## config.mk

```make
export PLATFORM = sky130hd
export DESIGN_NAME = mem_port_arbiter
export DESIGN_NICKNAME = d
export VERILOG_FILES = /design/src/rtl/mem_port_arbiter.sv
export SDC_FILE = /design/constraint.sdc
export NUM_CORES = 1
export LEC_CHECK = 0
export CELL_PAD_IN_SITES_DETAIL_PLACEMENT = 1
export CELL_PAD_IN_SITES_GLOBAL_PLACEMENT = 1
export CORE_ASPECT_RATIO = 2
export CORE_MARGIN = 8
export CORE_UTILIZATION = 25
export DETAILED_ROUTE_END_ITERATION = 7
export GPL_ROUTABILITY_DRIVEN = 0
export GPL_TIMING_DRIVEN = 1
export PLACE_DENSITY_LB_ADDON = 0.1
export SKIP_CTS_REPAIR_TIMING = 1
export SLEW_MARGIN = 20
export SYNTH_ARGS = -nofsm -noshare
export SYNTH_HDL_FRONTEND = slang
export SYNTH_SLANG_ARGS = --single-unit
```

## constraint.sdc

```tcl
create_clock -name clock -period 9.05 [get_ports clock]
set_input_delay 1.81 -clock clock [delete_from_list [all_inputs] [get_ports clock]]
set_output_delay 1.81 -clock clock [all_outputs]
set_load 0.1 [all_outputs]
```

## src/rtl/mem_port_arbiter.sv

```systemverilog
// Round-robin arbiter sharing one word-memory port between NUM_REQ requesters,
// with bounded burst lock and per-owner routing of 1-cycle-latency read data.

module mem_port_lane #(
    parameter int ID  = 0,
    parameter int IDW = 2
) (
    input  logic [31:0]    addr,
    input  logic           own_vld,
    input  logic [IDW-1:0] own_id,
    output logic           mis,
    output logic           hit
);
    assign mis = |addr[1:0];
    assign hit = own_vld && (own_id == IDW'(ID));
endmodule

module mem_port_arbiter #(
    parameter int NUM_REQ   = 3,
    parameter int MAX_BURST = 4
) (
    input  logic                    clock,
    input  logic                    reset_n,
    input  logic [NUM_REQ-1:0]      req_valid,
    output logic [NUM_REQ-1:0]      req_ready,
    input  logic [NUM_REQ-1:0]      req_we,
    input  logic [NUM_REQ-1:0]      req_lock,
    input  logic [32*NUM_REQ-1:0]   req_addr,
    input  logic [32*NUM_REQ-1:0]   req_wdata,
    output logic [NUM_REQ-1:0]      rsp_valid,
    output logic [31:0]             rsp_rdata,
    output logic                    rsp_err,
    output logic [NUM_REQ-1:0]      wr_err,
    output logic [31:0]             mem_addr,
    output logic [31:0]             mem_din,
    output logic                    mem_re,
    output logic                    mem_we,
    input  logic [31:0]             mem_dout
);
    localparam int PW = (NUM_REQ > 1) ? $clog2(NUM_REQ) : 1;

    typedef struct packed {
        logic          vld;
        logic [PW-1:0] id;
        logic          err;
    } rd_own_t;

    logic [NUM_REQ-1:0][31:0] addr_a;
    logic [NUM_REQ-1:0][31:0] wdata_a;
    logic [NUM_REQ-1:0]       mis;
    logic [NUM_REQ-1:0]       gnt;
    logic [PW-1:0]            gid;
    logic                     any;
    logic [PW-1:0]            ptr_q;
    logic [3:0]               cnt_q;
    logic [31:0]              last_addr_q;
    logic [31:0]              last_din_q;
    rd_own_t                  own_q;
    logic [31:0]              addr_w;
    logic [31:0]              wdata_w;
    logic                     we_w;
    logic [PW-1:0]            gid_next;
    logic                     keep_lock;

    assign addr_a  = req_addr;
    assign wdata_a = req_wdata;

    for (genvar i = 0; i < NUM_REQ; i++) begin : g_lane
        mem_port_lane #(.ID(i), .IDW(PW)) u_lane (
            .addr    (addr_a[i]),
            .own_vld (own_q.vld),
            .own_id  (own_q.id),
            .mis     (mis[i]),
            .hit     (rsp_valid[i])
        );
    end

    // Scan from the pointer, wrapping, and take the first valid requester.
    always_comb begin
        int j;
        j   = 0;
        gnt = '0;
        gid = '0;
        any = 1'b0;
        for (int k = 0; k < NUM_REQ; k++) begin
            j = int'(ptr_q) + k;
            if (j >= NUM_REQ) j = j - NUM_REQ;
            if (!any && req_valid[j]) begin
                any    = 1'b1;
                gid    = PW'(j);
                gnt[j] = 1'b1;
            end
        end
    end

    assign req_ready = gnt;
    assign addr_w    = addr_a[gid];
    assign wdata_w   = wdata_a[gid];
    assign we_w      = req_we[gid];

    assign mem_addr  = any ? {addr_w[31:2], 2'b00} : last_addr_q;
    assign mem_din   = any ? wdata_w : last_din_q;
    assign mem_we    = any & we_w;
    assign mem_re    = any & ~we_w;

    assign rsp_rdata = mem_dout;
    assign rsp_err   = own_q.vld & own_q.err;

    assign gid_next  = (gid == PW'(NUM_REQ - 1)) ? '0 : gid + 1'b1;
    assign keep_lock = req_lock[gid] && (({1'b0, cnt_q} + 5'd1) < 5'(MAX_BURST));

    always_ff @(posedge clock or negedge reset_n) begin
        if (!reset_n) begin
            ptr_q       <= '0;
            cnt_q       <= '0;
            last_addr_q <= '0;
            last_din_q  <= '0;
            own_q       <= '0;
            wr_err      <= '0;
        end else begin
            own_q.vld <= any & ~we_w;
            own_q.id  <= gid;
            own_q.err <= mis[gid];
            wr_err    <= (any && we_w && mis[gid]) ? gnt : '0;
            if (any) begin
                last_addr_q <= {addr_w[31:2], 2'b00};
                last_din_q  <= wdata_w;
                if (keep_lock) begin
                    ptr_q <= gid;
                    cnt_q <= cnt_q + 4'd1;
                end else begin
                    ptr_q <= gid_next;
                    cnt_q <= '0;
                end
            end
        end
    end
endmodule

```

==> results of run 1 <==
==> cell usage in the layout (no fill, tap or decap), types with 2 or more instances in the layout <==
cell type        instances
a21oi_1                 65
a31oi_1                  3
and2_1                   5
and3b_1                  3
buf_12                   2
buf_4                    4
bufinv_16                2
clkbuf_16                9
clkdlybuf4s50_1        277
clkinv_2                 3
dfrtp_1                 77
diode_2                  7
ha_1                     5
inv_1                    6
mux2_2                   4
mux2i_1                 66
nand2_1                 71
nor2_1                  66
nor2b_1                  4
nor3_1                   2
nor3b_1                  8
o21ai_0                 66
or2_2                    2
==> worst max-delay path by stage <==
stage	endpoint	depth (start not counted)	start	slack, ps
after global placement	mem_din[6]	9	req_valid[1]	1280
after floorplan	mem_re	6	req_valid[1]	1920
final	mem_din[6]	9	req_valid[1]	1280
after detailed placement	mem_din[6]	9	req_valid[1]	1230
after CTS	mem_din[6]	9	req_valid[1]	1170
after global routing	mem_din[2]	9	req_valid[1]	970
==> registers in the layout (all words and copies together) (netlist names) <==
register / cells
last_din_q: 32
ptr_q: 2
cnt_q: 4
wr_err: 3
own_q: 4
last_addr_q: 32
==> synth_stat cells, types with 2 or more instances <==
cell and count:
dfrtp_1 77, nand2_1 71, mux2i_1 66, nor2_1 66
o21ai_0 66, a21oi_1 65, buf_4 39, buf_2 25
clkbuf_1 10, nor3b_1 8, inv_1 6, and2_1 5
ha_1 5, mux2_2 4, nor2b_1 4, a31oi_1 3
and3b_1 3, nor3_1 2, or2_2 2
==> layer usage <==
metal	vias up	share of wire [%]	track usage, %
met5	-	0	0
met4	0	4.2	10.7
met3	48	5.5	4.49
met2	162	59	32.6
met1	2292	31	14.4
li1	2282	-	-
==> stage by stage <==
step / setup slack (ps) / area (sq um)
2_1_floorplan: 1920 / 4700
3_5_place_dp: 1230 / 7400
6_report: 1280 / 7730
3_3_place_gp: 1280 / 7400
5_1_grt: 971 / 7730
4_1_cts: 1170 / 7710
==> layout make-up <==
cell class | count | area, sq um
Timing Repair Buffer | 284 | 2850
Sequential cell | 77 | 1930
Antenna cell | 7 | 17.5
Tap cell | 219 | 274
Inverter | 6 | 22.5
Multi-Input combinational cell | 391 | 2330
Clock inverter | 5 | 75.1
Clock buffer | 10 | 239
Fill cell | 2206 | 10900
==> worst max-delay path: stages <==
cell	delay, ps
clkdlybuf4s50_1	560
mux2i_1	160
o21ai_2	430
nor3b_1	150
a21oi_4	650
buf_4	530
a21oi_1	120
o21ai_0	310
clkdlybuf4s50_1	1210
==> logic make-up after synthesis <==
logic type                 Yosys count  share of synthesized area (%)
adders and majority gates            5                           1.33
buffers and inverters               80                           10.2
AOI/OAI and AO/OA                  147                           16.6
DFF                                 77                           41.0
and+or+nand+nor                    169                           15.9
muxes                               70                           15.0
==> results by group, run 1 <==
Yosys
  • Number of synthesized flops with an enable pin: 0
  • Unique masters post-synth: 40
  • Yosys warnings: 0
  • Top FF cell, synth: dfrtp_1
  • Post-synthesis net count: 788
  • Async set or reset register ratio after synthesis: 100%
  • Post-synth top area share: 41.0%
  • Syn_area_per_cell: 8.58 sq um
  • Area of the mapped netlist: 0.00470 sq mm
  • Post-synthesis sequential area ratio: 41.0%
  • Top cells by area, synth: dfrtp_1 41%, mux2i_1 14%, o21ai_0 7.0%
  • Synth Register Bits: 77
  • Post-synth top area cell: dfrtp_1
  • Cells after Synth: 548

Worst hold path
  • Worst Hold Class: reg -> reg
  • Hold Crit Endpoint: last_addr_q[0]$_DFF_PN0_
  • Hold wc startpoint: last_addr_q[0]$_DFF_PN0_
  • Worst Hold Depth: 1

Layout
  • Final core occ: 41.5%
  • Final layout net count: 1009
  • Area delta synth->final: 64.6%
  • Layout cell share with drive strength beyond 1: 4.14%
  • Non-Filler Instances: 999

Critical path
  • R2R Setup Slk: 5320 ps
  • Crit-path max FO: 45
  • Startpoint types: input pin
  • Reg2reg start: ptr_q[1]$_DFFE_PN0N_
  • Worst EP required: 7240 ps
  • CP Data Arrival Time: 5960 ps
  • CP Class: in -> out
  • Reg2Reg Capture Point: wr_err[1]$_DFF_PN0_
  • Worst R2R Path Depth: 10
  • Worst Setup End Kind: output pin

STA
  • Hold WS: 482 ps
  • Clock Skew: 4.36 ps
  • Final Hold Viols: 0
  • Slew HR: 28.7%
  • Max Fclk: 129 MHz
  • Final setup fails: 0
  • RSZ-0062 raised after global routing: no
  • Total negative slack: 0 ps
  • Final Critical Period: 7770 ps
  • Fin crit share: 85.9%
  • Worst-margin pin slew: 1070 ps
  • Slew Limit Fails: 0

CTS
  • CTS buffer count: 9
  • Worst-path clk slew: 60 ps
  • CTS H-tree lvls: 3
  • Clk sink count: 77
  • Root Buffer: clkbuf_16
  • Worst-skew pair later-pin latency: 340 ps
  • TritonCTS clock tree: built
  • Max Buffers Root-to-Sink: 2

Floorplanning
  • Row count: 71
  • Die W: 113 microns
  • Io pins: 343
  • Core Area: 0.0187 sq mm
  • Initial core utilization: 25.2%
  • Die Area: 0.0237 sq mm
  • Die Span Y: 210 microns

GRT
  • Vias in the first global route: 5315
  • First-pass GRT wire length: 30.3 mm
  • Global route overflow: 0
  • GRT Util Overall: 16.7%
  • Initial antenna violation count: 7
  • Largest net degree at the start of global routing: 137

Drt
  • Via count: 4784
  • # DRC: 0
  • Total Wirelength: 20.0 mm
  • DR WL/cell: 20.0 microns
  • Via/cell ratio: 4.79
  • DRT Pass-1 Iters: 4
  • Routed Antenna Nets: 0
  • Initial DRC Count: 123

Placed design
  • Input/output buffers: 278
  • Placed wire-length estimate: 15.8 mm
  • Cells after DPL: 977

Run status
  • Status: finished, final reports clean

Flow run
  • Max Cap Viol: 0
Power of run 1 is not shown: default switching activity piles up to over one toggle a cycle in this logic, so the estimate is an artifact.
==> run 2, diff against run 1 <==
--- a/config.mk
+++ b/config.mk
@@ -9,7 +9,7 @@
 export CELL_PAD_IN_SITES_GLOBAL_PLACEMENT = 1
 export CORE_ASPECT_RATIO = 2
 export CORE_MARGIN = 8
-export CORE_UTILIZATION = 25
+export CORE_UTILIZATION = 21
 export DETAILED_ROUTE_END_ITERATION = 7
 export GPL_ROUTABILITY_DRIVEN = 0
 export GPL_TIMING_DRIVEN = 1
@@ -19,3 +19,4 @@
 export SYNTH_ARGS = -nofsm -noshare
 export SYNTH_HDL_FRONTEND = slang
 export SYNTH_SLANG_ARGS = --single-unit
+export TNS_END_PERCENT = 50
==> constraint.sdc (replaced) <==
create_clock -name clock -period 6.7 [get_ports clock]
set_input_delay 1.34 -clock clock [delete_from_list [all_inputs] [get_ports clock]]
set_output_delay 1.34 -clock clock [all_outputs]
set_load 0.1 [all_outputs]
==> run 2 against run 1 <==
Effect of this change: die area up 17%; sequential share of layout area up 0.41 points; first-iteration DRC count up 13%; register-to-register slack worse by 2100 ps; count of clock-buffer cells in the layout up 4; non-clock buffer count unchanged; worst hold slack worse by 4.5 ps; critical path type unchanged.
==> results by group, run 2 (synthesis results as in run 1) <==
GRT
  • Initial antenna violation count: 0 (was 7)
  • GRT Util Overall: 14.1% (was 16.7%)
  • Vias in the first global route: 5239 (was 5315)
  • Global route overflow: 0 (unchanged)
  • Largest net degree at the start of global routing: 88 (was 137)
  • First-pass GRT wire length: 29.5 mm (was 30.3 mm)

Drt
  • Total Wirelength: 20.2 mm (was 20.0 mm)
  • Routed Antenna Nets: 0 (unchanged)
  • DR WL/cell: 19.2 microns (was 20.0 microns)
  • Initial DRC Count: 139 (was 123)
  • Via count: 4729 (was 4784)
  • DRT Pass-1 Iters: 4 (unchanged)
  • Via/cell ratio: 4.51 (was 4.79)
  • # DRC: 0 (unchanged)

STA
  • RSZ-0062 raised after global routing: no (unchanged)
  • Final Critical Period: 5790 ps
  • Fin crit share: 86.4%
  • Slew HR: 31.6% (was 28.7%)
  • Final Hold Viols: 0 (unchanged)
  • Clock Skew: 4.68 ps (was 4.36 ps)
  • Max Fclk: 173 MHz
  • Total negative slack: 0 ps (unchanged)
  • Slew Limit Fails: 0 (unchanged)
  • Final setup fails: 0 (unchanged)
  • Worst-margin pin slew: 1020 ps (was 1070 ps)

Floorplanning
  • Die W: 122 microns (was 113 microns)
  • Io pins: 343 (unchanged)
  • Core Area: 0.0221 sq mm (was 0.0187 sq mm)
  • Die Span Y: 228 microns (was 210 microns)
  • Initial core utilization: 21.3% (was 25.2%)
  • Die Area: 0.0277 sq mm (was 0.0237 sq mm)
  • Row count: 77 (was 71)

Critical path
  • WP buf/inv: 3 (unchanged)
  • Worst EP required: 5360 ps (was 7240 ps)
  • R2R Setup Slk: 3200 ps (was 5320 ps)
  • Worst Setup End Kind: output pin (unchanged)
  • Critical path's most frequent cell: buf_4 (was clkdlybuf4s50_1)
  • Startpoint types: input pin (unchanged)
  • Delay-heaviest family, CP: buffers and inverters (unchanged)
  • Crit path cell chain: clkdlybuf4s50_1 -> mux2i_1 -> o21ai_2 -> a21o_1 -> a21oi_4 -> buf_4 -> a21oi_1 -> o21ai_0 -> buf_4 (was clkdlybuf4s50_1 -> mux2i_1 -> o21ai_2 -> nor3b_1 -> a21oi_4 -> buf_4 -> a21oi_1 -> o21ai_0 -> clkdlybuf4s50_1)
  • Slowest-stage cell, CP: buf_4 (was clkdlybuf4s50_1)
  • CP Class: in -> out (unchanged)
  • Crit-path max cell delay: 570 ps (was 1210 ps)
  • CP Data Arrival Time: 4450 ps (was 5960 ps)
  • Crit-path max FO: 70 (was 45)

Placed design
  • Placed wire-length estimate: 16.2 mm (was 15.8 mm)
  • DP Area: 0.00732 sq mm (was 0.00740 sq mm)
  • Cells after DPL: 1034 (was 977)
  • Input/output buffers: 278 (unchanged)

CTS
  • Worst-skew pair later-pin latency: 330 ps (was 340 ps)
  • Max Buffers Root-to-Sink: 2 (unchanged)
  • Worst-path clk slew: 60 ps (about the same)
  • Clk sink count: 77 (unchanged)
  • TritonCTS clock tree: built (unchanged)
  • Root Buffer: clkbuf_16 (unchanged)
  • CTS buffer count: 9 (unchanged)
  • CTS H-tree lvls: 3 (unchanged)

Flow run
  • Max Cap Viol: 0 (unchanged)

Layout
  • Layout cell share with drive strength beyond 1: 12.4% (was 4.14%)
  • Largest regs: last_addr_q x32, last_din_q x32 (unchanged)
  • Most frequent cells in the layout: 210 x clkdlybuf4s50_1, 77 x dfrtp_1, 71 x nand2_1, 71 x buf_4 (was 277 x clkdlybuf4s50_1, 77 x dfrtp_1, 71 x nand2_1)
  • Final core occ: 34.5% (was 41.5%)
  • Design Area, Final: 0.00761 sq mm (was 0.00773 sq mm)
  • Final layout net count: 1009 (unchanged)
  • Area delta synth->final: 61.9% (was 64.6%)
  • Commonest non-fill, non-tap cell in the layout: clkdlybuf4s50_1 (unchanged)
  • Non-Filler Instances: 1049 (was 999)
  • Ant diodes: 0 (was 7)

Worst hold path
  • Worst Hold Class: reg -> reg (unchanged)

Run status
  • Status: finished, final reports clean (unchanged)
[run 2: area by class of cell]
| cell class | count | area [sq um] |
|---|---|---|
| Sequential cell | 77 | 1930 |
| Clock inverter | 1 | 30.0 |
| Tap cell | 276 | 345 |
| Inverter | 6 | 22.5 |
| Fill cell | 2637 | 14500 |
| Timing Repair Buffer | 284 | 2700 |
| Multi-Input combinational cell | 391 | 2330 |
| Clock buffer | 14 | 264 |
[run 2: layer usage]
metal	vias up	track usage (%)	share of wire (%)	routed length [microns]
met3	33	2.86	4.5	914
met4	0	5.65	1.9	381
met5	-	0	0	0
li1	2284	-	-	-
met2	130	29.7	63	12600
met1	2282	12.1	31	6240
[run 2: worst paths after layout]
kind	end	cells past startpoint	from
min in group asynchronous	last_din_q[1]$_DFF_PN0_	1	reset_n
max in group asynchronous	last_din_q[30]$_DFF_PN0_	2	reset_n
worst min register to register	last_addr_q[0]$_DFF_PN0_	1	last_addr_q[0]$_DFF_PN0_
worst max register to register	wr_err[0]$_DFF_PN0_	10	ptr_q[1]$_DFFE_PN0N_
worst min-delay path	last_addr_q[0]$_DFF_PN0_	1	last_addr_q[0]$_DFF_PN0_
worst max-delay path	mem_din[30]	9	req_valid[1]
[run 2: metrics by stage]
| stage | setup slack (ps) | hold WS (ps) |
|---|---|---|
| 2_1_floorplan | 512 | 454 |
| 3_3_place_gp | 1050 | 473 |
| 3_5_place_dp | 957 | 472 |
| 4_1_cts | 937 | 487 |
| 5_1_grt | 677 | 506 |
| 6_report | 909 | 477 |
Power of run 2 is left out for the same reason.
